**src/rtl/_demux4_buf_if.sv**
```systemverilog
// Handshake bundle for _demux4_buf: one producer stream in, four independent lane streams out.
// master is the surrounding producer/consumer side, slave is the demultiplexer itself.
interface _demux4_buf_if #(
   parameter int n = 32
);
   logic [1:0]   sel;
   logic         in_valid;
   logic         in_ready;
   logic [n-1:0] in;
   logic [n-1:0] out [3:0];
   logic [3:0]   out_valid;
   logic [3:0]   out_ready;

   modport master (
      output sel, in_valid, in, out_ready,
      input  in_ready, out, out_valid
   );

   modport slave (
      input  sel, in_valid, in, out_ready,
      output in_ready, out, out_valid
   );
endinterface

```
**src/rtl/_demux4_buf.sv**
```systemverilog
// Buffered 1-to-4 demultiplexer: each lane owns a 2-entry FIFO so a stalled consumer never blocks others.
// Optional macro DEMUX4_BYPASS_EN passes a word straight to an empty, ready lane in the same cycle.
module _demux4_buf #(
   parameter int n = 32
) (
   input logic          clk,
   input logic          reset,
   _demux4_buf_if.slave bus
);
   localparam int LANES = 4;

   logic [1:0]       count_r     [LANES];
   logic [1:0]       count_nxt_s [LANES];
   logic [n-1:0]     mem_r       [LANES][2];
   logic [LANES-1:0] wptr_r;
   logic [LANES-1:0] rptr_r;
   logic [LANES-1:0] lane_sel_s;
   logic [LANES-1:0] push_s;
   logic [LANES-1:0] pop_s;
   logic [LANES-1:0] bypass_s;
   logic             in_ready_s;

   // Lane decode; readiness depends only on the selected lane's registered occupancy
   always_comb begin
      lane_sel_s = 4'b0000;
      case (bus.sel)
         2'd0:    lane_sel_s = 4'b0001;
         2'd1:    lane_sel_s = 4'b0010;
         2'd2:    lane_sel_s = 4'b0100;
         2'd3:    lane_sel_s = 4'b1000;
         default: lane_sel_s = 4'b0000;
      endcase
      in_ready_s = (count_r[bus.sel] != 2'd2);
   end

   // Same-cycle pass-through for an empty lane whose consumer is ready
   always_comb begin
      bypass_s = 4'b0000;
`ifdef DEMUX4_BYPASS_EN
      for (int i = 0; i < LANES; i++) begin
         if (lane_sel_s[i] && bus.in_valid && bus.out_ready[i] && (count_r[i] == 2'd0)) begin
            bypass_s[i] = 1'b1;
         end else begin
            bypass_s[i] = 1'b0;
         end
      end
`else
      bypass_s = 4'b0000;
`endif
   end

   // Per-lane push/pop qualification and occupancy update
   always_comb begin
      push_s = 4'b0000;
      pop_s  = 4'b0000;
      for (int i = 0; i < LANES; i++) begin
         count_nxt_s[i] = count_r[i];
         push_s[i] = lane_sel_s[i] & bus.in_valid & in_ready_s & ~bypass_s[i];
         pop_s[i]  = (count_r[i] != 2'd0) & bus.out_ready[i];
         case ({push_s[i], pop_s[i]})
            2'b10:   count_nxt_s[i] = count_r[i] + 2'd1;
            2'b01:   count_nxt_s[i] = count_r[i] - 2'd1;
            default: count_nxt_s[i] = count_r[i];
         endcase
      end
   end

   // Head-of-lane outputs; a bypassed word overrides the (empty) FIFO head
   always_comb begin
      bus.in_ready  = in_ready_s;
      bus.out_valid = 4'b0000;
      for (int i = 0; i < LANES; i++) begin
         bus.out_valid[i] = (count_r[i] != 2'd0) | bypass_s[i];
         if (bypass_s[i]) begin
            bus.out[i] = bus.in;
         end else begin
            bus.out[i] = mem_r[i][rptr_r[i]];
         end
      end
   end

   // FIFO storage, pointers and counts; reset discards everything in flight
   always_ff @(posedge clk) begin
      if (reset) begin
         wptr_r <= 4'b0000;
         rptr_r <= 4'b0000;
         for (int i = 0; i < LANES; i++) begin
            count_r[i]  <= 2'd0;
            mem_r[i][0] <= {n{1'b0}};
            mem_r[i][1] <= {n{1'b0}};
         end
      end else begin
         for (int i = 0; i < LANES; i++) begin
            count_r[i] <= count_nxt_s[i];
            if (push_s[i]) begin
               mem_r[i][wptr_r[i]] <= bus.in;
               wptr_r[i]           <= ~wptr_r[i];
            end
            if (pop_s[i]) begin
               rptr_r[i] <= ~rptr_r[i];
            end
         end
      end
   end
endmodule

```
**src/flat_wrapper.sv**
```systemverilog
// flat-port wrapper written by rule: the top's interface ports become plain ports
module _demux4_buf_flat 
#(
   parameter int n = 32
)
  (clk, reset, bus_sel, bus_in_valid, bus_in, bus_out_ready, bus_in_ready, bus_out, bus_out_valid);
  _demux4_buf_if #(.n(n)) bus_i ();
  input logic clk;
  input logic reset;
  input wire logic [$bits(bus_i.sel)-1:0] bus_sel;
  input wire logic [$bits(bus_i.in_valid)-1:0] bus_in_valid;
  input wire logic [$bits(bus_i.in)-1:0] bus_in;
  input wire logic [$bits(bus_i.out_ready)-1:0] bus_out_ready;
  output wire logic [$bits(bus_i.in_ready)-1:0] bus_in_ready;
  output wire logic [$bits(bus_i.out)-1:0] bus_out;
  output wire logic [$bits(bus_i.out_valid)-1:0] bus_out_valid;
  assign bus_i.sel = bus_sel;
  assign bus_i.in_valid = bus_in_valid;
  assign bus_i.in = bus_in;
  assign bus_i.out_ready = bus_out_ready;
  assign bus_in_ready = bus_i.in_ready;
  assign bus_out = {>>{bus_i.out}};
  assign bus_out_valid = bus_i.out_valid;
  _demux4_buf #(.n(n)) u_core (.clk(clk), .reset(reset), .bus(bus_i));
endmodule
```
**config.mk**
```make
export PLATFORM = sky130hd
export DESIGN_NAME = _demux4_buf_flat
export DESIGN_NICKNAME = d
export VERILOG_FILES = /design/src/rtl/_demux4_buf_if.sv /design/src/rtl/_demux4_buf.sv /design/src/flat_wrapper.sv
export SDC_FILE = /design/constraint.sdc
export NUM_CORES = 1
export LEC_CHECK = 0
export ABC_CLOCK_PERIOD_IN_PS = 5150
export CORE_MARGIN = 4
export CORE_UTILIZATION = 40
export CTS_CLUSTER_DIAMETER = 60
export DETAILED_ROUTE_END_ITERATION = 8
export PLACE_DENSITY = 0.71
export SYNTH_ARGS = -nofsm -noshare
export SYNTH_HDL_FRONTEND = slang
export SYNTH_SLANG_ARGS = --single-unit
```
**constraint.sdc**
```tcl
create_clock -name clk -period 5.15 [get_ports clk]
set_clock_uncertainty 0.2 [all_clocks]
set_input_delay 1.545 -clock clk [delete_from_list [all_inputs] [get_ports clk]]
set_output_delay 1.545 -clock clk [all_outputs]
set_load 0.005 [all_outputs]
```
### Word level (Yosys, flattened, before mapping)

Memories as Yosys holds them, arrays and structs flattened.
Cells that the tools add are included.

* input port bits: 41
* RAM bits: 264
* flip-flop bits (word level): 8
* word-level logic and storage cells: 639
* memories: 2

Memory list
* u_core.mem_r: depth 4, bits a word 64, rd ports 4, clocked after Yosys merged registers in 0, wr ports 4, line _demux4_buf.sv:14 `logic [n-1:0] mem_r [LANES][2];`
* u_core.count_r: depth 4, bits a word 2, rd ports 5, clocked after Yosys merged registers in 0, wr ports 4, line _demux4_buf.sv:12 `logic [1:0] count_r [LANES];`

* reductions and logical operators: 9
* bitwise gates (word level): 288
* muxes and demuxes: 300
* equality and inequality tests: 12
* add/sub/neg operators: 8
* order comparisons: 12

Operators with widths (number)
* $mux 32: 16
* $mux 1: 267
* $or 1x1->1: 260
* $mux 64: 4
* $demux 32 s1: 4
* $ge 2x2->1 const B: 8
* $not 1->2: 8
* $pmux 2 s2: 4
* $pmux 4 s4: 1
* $and 1x1->1: 12
* $eq 2x2->1 const B: 6
* $eq 2x1->1 const B: 5
* $add 2x1->2 const B: 4
* $lt 2x1->1 const B: 4
* $mux 2: 4
* $not 1->1: 8
* $reduce_bool 2->1: 4
* $sub 2x1->2 const B: 4
* $logic_and 1x1->1: 4
* $logic_not 2->1: 1
* $ne 2x2->1 const B: 1

### Logic depth before layout (Yosys ltp)

* depth after elaboration: 8
* depth in mapped cells: 7
* gate-level depth less buffers: 6

### Worst setup path before layout

Ideal clock, no wire load.

* path kind: input port to output port
* start point: input port bus_sel[1]
* end point: output port bus_in_ready
* setup slack: 0.938 ns
* stages: 4
* data required time: 3.405 ns
* arrival time: 2.467 ns
* cell sequence: buf_2 > o211ai_1 > clkbuf_1 > o21ai_0

* longest elaborated chain between the ends: 2

RTL lines
* start: declaration: line flat_wrapper.sv:10 `input wire logic [$bits(bus_i.sel)-1:0] bus_sel;`
* $mem_v2 4x2
* $ne 2x2->1: line _demux4_buf.sv:33 `in_ready_s = (count_r[bus.sel] != 2'd2);`
* end: declaration: line flat_wrapper.sv:14 `output wire logic [$bits(bus_i.in_ready)-1:0] bus_in_ready;`

No other way between the ends.

### Worst setup path after layout

Ends and elaborated chain as after synthesis.

==> out/qor.csv <==
metric,value,unit
R2R Path End,u_core.mem_r[3][46]$_SDFFE_PP0P_,
"commonest non-fill, non-tap cells in the layout","172 x clkdlybuf4s50_1, 160 x edfxtp_1, 132 x mux2_2",
synthesized net count,944,
number of global-route vias before repair,7558,
# IOs,174,
vias post-DR,7345,
Hold Path End,u_core.mem_r[2][7]$_SDFFE_PP0P_,
Int Power,4050,uW
clk_lat worst skew,0.54,ns
HP Class,reg -> reg,
die area,32400,um^2
"worst slack, placed",0.424,ns
most area-hungry cell type in the Yosys netlist,edfxtp_1,
post-route antenna net violation count,0,
Yosys cell types,35,
first-pass GRT wire length,45000,um
chip height,180,um
Worst Path Arrival,2.99,ns
Clk Tree Root Cell,clkbuf_16,
Max VDD drop,0.221,mV
fraction of registers with async set/reset,0,%
"Max FO, Critical Path",8,
Finished Core Util,51.4,%
"commonest non-fill, non-tap cell in the layout",clkdlybuf4s50_1,
area growth from synthesis to final layout,25.7,%
Tot GR Track Use,17.5,%
Worst Path Buf+Inv,2,
"Req. time, crit path",3.41,ns
Seq pwr share,47.8,%
WHS Path Cells,2,
Congestion Overflow GR,0,
Post-Route WL,29100,um
Rows,62,
H-Tree Depth,1,
setup_tns,0,ns
CTS tree,yes,
Post-Synthesis Mean Instance Area,13.2,um^2
reg2reg path depth,3,
minimum clock period,4.74,ns
"Period Utilization, post-route",92.0,%
initial antenna violation count,0,
nets,1098,
CP top delay family,buffers and inverters,
Gate Count Post-Synth,899,
Post CTS Setup Buffer Count,0,
total CTS buffers,30,
routed len/inst,19.9,um
largest net degree at the start of global routing,143,
vias per inst,5.01,
sw frac,23.9,%
layout cells sized above 1,19.8,%
clk slew on worst S/H paths,0.06,ns
"top cells by area, synth","edfxtp_1 41%, dfxtp_1 19%, mux2_2 13%, mux2i_1 7.0%, nand2b_1 6.2%",
Highest Clock Rate,0.211,GHz
relative max-transition margin,21.9,%
sequential fraction of the synthesis area,59.5,%
# clock sinks,272,
CTS Buffer Depth,3,
routability-driven placement congestion ratio,0.786,
Slew @ Worst Pin,1.17,ns
pins over their slew limit,0,
maxcap violations,0,
status,"complete, no violations",
CP peak stage delay,0.64,ns
first drt pass iteration count,5,
endpoint type of the worst setup path,primary output,
Core ar.,28900,um^2
RSZ-0062 raised after global routing,no,
synthesized area,11800,um^2
CP cell instances,clkdlybuf4s50_1 > mux2i_1 > o21ai_0 > clkdlybuf4s50_1,
Initial Util,40.9,%
pwr/cell area,358,nW/um^2
Post-synth EDFFs,160,
Psw,1270,uW
initial DRC count,570,
Final WS setup,0.412,ns
Final Hold Vio Count,0,
DIE WIDTH,180,um
Yosys warnings,0,
clock power share,37.9,%
post-synth top area share,40.6,%
r2r setup slk,2.65,ns
Startpoint Class,input pin,
Synth Flop Type,edfxtp_1,
Critical Path Most Common Cell,clkdlybuf4s50_1,
Leakage,0.00568,uW
Seq cells post-synth,272,
Comb power frac,14.4,%
DRC violations left,0,
critical path class,in -> out,
Final HPWL DP,18400,um
final std cells w/o fill,1465,
CP max stage cell,clkdlybuf4s50_1,
Port Buffers,173,
cts repair resizes,0,
Post-CTS Hold Fix Bufs,0,
final count of negative-setup-slack endpoints,0,
reg2reg start,u_core.count_r[3][0]$_SDFFE_PP0P_,
Min-Delay Startpoint,u_core.mem_r[2][7]$_SDFFE_PP0P_,
Placed Cells,1405,
## cells by family after synthesis
logic type / Yosys count / synth area share [%]
compound gates: 54 / 2.52
flops: 272 / 59.5
simple gates: 267 / 13.4
xor+xnor: 12 / 0.888
fa+ha+maj: 4 / 0.423
buf+inv: 64 / 2.29
mux: 226 / 21.0
## per-stage QoR
step | area [um^2] | power (uW) | hold WS (ns)
after floorplan | 11800 | 2930 | 0.245
after global placement | 13900 | 3350 | 0.257
after detailed placement | 13900 | 3360 | 0.259
after CTS | 14900 | 5390 | 0.275
after global routing | 14900 | 5540 | 0.290
final | 14900 | 5330 | 0.272
## how the worst max path moves through the flow
stage,start,endpoint,slack [ns],cells past startpoint
global route,bus_sel[1],bus_in_ready,0.35,5
finish,bus_sel[1],bus_in_ready,0.41,4
detailed placement,bus_sel[1],bus_in_ready,0.42,4
floorplan,bus_sel[1],bus_in_ready,0.94,4
CTS,bus_sel[1],bus_in_ready,0.41,4
global placement,bus_sel[1],bus_in_ready,0.41,5
## synth_stat cells (all sizes together), types with 5 or more instances
cell type,instances
or3,6
nand2b,118
mux2i,83
clkbuf,48
nand2,34
xnor2,8
nor2b,18
nor2,11
and2,64
edfxtp,160
mux2,143
dfxtp,112
or2,5
o21ai,5
buf,13
a21oi,38
## power groups by stage
| stage | logic [uW] | registers, uW | clock network (uW) |
|---|---|---|---|
| 6_report | 764 | 2550 | 2020 |
| 5_1_grt | 821 | 2560 | 2160 |
| 4_1_cts | 775 | 2550 | 2060 |
| 3_5_place_dp | 769 | 2590 | 0 |
| 3_3_place_gp | 766 | 2590 | 0 |
| 2_1_floorplan | 440 | 2490 | 0 |
## flip-flops by register name (all words and copies together) (netlist names)
register,count
u_core.rptr_r,4
u_core.mem_r,256
u_core.wptr_r,4
u_core.count_r,8
## tightest hold or removal path: cells and delay by family (launching register included)
family / cells / cell delay, ns
simple gates: 1 / 0.06
flops: 1 / 0.31
mux: 1 / 0.06
## per-layer routing
metal,up-vias,routed length [um],track usage [%]
li1,3493,-,-
met1,3594,13400,24.8
met2,226,13400,28.0
met3,32,1940,3.59
met4,0,439,3.69
met5,-,0,0
## area by class of cell
type                       count  area, um^2
fill                        2411       14100
antenna                        4        10.0
clock inverter                 6        46.3
inverter                       3        11.3
sequential                   272        7050
clock buffer                  50         887
tap                          384         480
timing repair buffer         183        1820
multi-input combinational    563        4580
No activity file was read; power rests on OpenSTA's default activity.
==> RTL change: new RTL, same flow settings <==
The option `DEMUX4_BYPASS_EN` is turned on by a define.
--- a/src/rtl/_demux4_buf.sv
+++ b/src/rtl/_demux4_buf.sv
@@ -1,5 +1,7 @@
 // Buffered 1-to-4 demultiplexer: each lane owns a 2-entry FIFO so a stalled consumer never blocks others.
 // Optional macro DEMUX4_BYPASS_EN passes a word straight to an empty, ready lane in the same cycle.
+`define DEMUX4_BYPASS_EN
+
 module _demux4_buf #(
    parameter int n = 32
 ) (
Function: changed (a bounded check fails within 4 cycles, from zero or initial values and one cycle with reset high).
==> RTL change against the unedited design <==
Area after synthesis grew 6.4%; critical path depth grew 5; worst setup slack lost 0.36 ns; non-clock buffer count grew 61; sequential cell count is the same; design area grew 9.2%; wire length grew 20%; combinational power grew 20%; power grew 2.1%; die area grew 6.1%; cell count grew 21%; register-to-register slack lost 0.45 ns; critical path type unchanged; largest cell class unchanged; largest power group unchanged.
==> RTL change: results (changes against the unedited design) <==
post_cts resized 63 (+63); Largest stage delay, worst path 0.53 ns (-0.11 ns); Clock Tree Root clkbuf_16; initial antenna violation count 1 (+1); worst-skew pair later-pin latency 0.54 ns (about the same); Crit path max-delay family buffers and inverters; largest net degree at the start of global routing 56 (-61%); H-tree levels 1 (unchanged); routed wire length 34,900 µm (+20%); number of flops mapped to enable cells by yosys 160 (unchanged); FFs w/ async S/R, synth 0% (unchanged); HPWL Detailed 23,100 µm (+26%); CP max stage cell clkdlybuf4s50_1; Synth Warn # 0 (unchanged); status finished clean; biggest regs u_core.mem_r (256), u_core.count_r (8); Hold Path Class reg2reg; Leakage 6.76 nW (+19%); ys flop type edfxtp_1; CTS max path bufs 3 (unchanged); worst vdd ir 0.261 mV (+18%); via count 9,174 (+25%); Pre-antenna DRT Iters 5 (unchanged); Unique masters post-synth 40 (+14%); number of global-route vias before repair 9,003 (+19%); first-pass GRT wire length 52,100 µm (+16%); Post-Syn Nets 1,204 (+28%); number of port buffers 173 (unchanged); Syn Area/Cell 10.9 µm² (-18%); xor and xnor area share after synthesis 0.905% (+0.017 points); share of layout cells above drive strength 1 10.4% (-9.4 points); All-Layer GR Usage 19.4% (+1.9 points); register area share after synthesis 56.0% (-3.6 points); Area contributors post-synth edfxtp_1, dfxtp_1, mux2i_1; Post-DP Area 15,000 µm² (+8.0%); worst slew pin tran 1.07 ns (-0.105 ns); # fillers 2,610 (+8.3%); Num CTS Buffers 28 (-6.7%); proportion of synthesized area in mux cells 17.9% (-3.1 points); # Post-CTS Setup Buffers 4 (+4); max reg flops 256 (unchanged); Worst Path Max Fanout 16 (+8); placed insts 1,708 (+22%); 1st-iter DRT viols 680 (+19%); Placer Congestion 0.878 (+12%); Compound-Gate Fraction of Synth Area 6.05% (+3.5 points); post-place setup slack -0.249 ns (-0.673 ns); post-synthesis adder-cell area fraction 0.398% (-0.025 points); Final nets 1,397 (+27%); Clk pin slew, worst setup/hold paths 0.06 ns (about the same); most common library cells after synthesis mux2i_1, nand2_1, edfxtp_1; post-route non-filler standard cell count 1,772 (+21%)
[RTL change: changes by cell type after synthesis, moves of 5 or more]
cell      before  now
buf_6          2    9
clkbuf_1      48   59
o21ai_0        5   71
nor2b_1       18    6
and2_1        64   96
nand2b_1     118    1
nand2_1       34  198
mux2_2       132    0
a21oi_1       38   69
mux2i_1       83  224
mux2_4        11    0
or2_2          5    0
nor2_1        11   83
[RTL change: per-layer routing]
| metal | share of wire, % | GRT usage (%) | wire length, µm | vias up |
|---|---|---|---|---|
| li1 | - | - | - | 4451 |
| met1 | 45 | 28.0 | 15800 | 4397 |
| met2 | 46 | 30.4 | 16000 | 276 |
| met3 | 6.2 | 2.85 | 2170 | 50 |
| met4 | 2.5 | 6.02 | 869 | 0 |
| met5 | 0 | 0 | 0 | - |
[RTL change: layout make-up]
class / count / area [µm²] / area share [%]
antenna: 2 / 5.00 / 0.0308
clock buffer: 44 / 890 / 5.47
clock inverter: 8 / 41.3 / 0.254
inverter: 4 / 16.3 / 0.100
multi-input combinational: 802 / 5210 / 32.1
sequential: 272 / 7050 / 43.4
tap: 396 / 495 / 3.05
timing repair buffer: 244 / 2540 / 15.6
[RTL change: path summary, 6_finish.rpt]
check / from / end / slack, ns / cells after the start
worst min-delay path: u_core.mem_r[3][39] / u_core.mem_r[3][39] / 0.26 / 2
worst max-delay path: bus_out_ready[3] / bus_out[123] / 0.05 / 9
worst min register to register: u_core.mem_r[3][39] / u_core.mem_r[3][39] / 0.26 / 2
worst max register to register: u_core.count_r[3][0] / u_core.mem_r[3][33] / 2.20 / 5
[RTL change: where the power goes]
group	total (mW)	switching (mW)	internal, mW
clock	2.01	0.830	1.18
sequential	2.51	0.0952	2.41
combinational	0.917	0.441	0.477
total	5.44	1.37	4.07
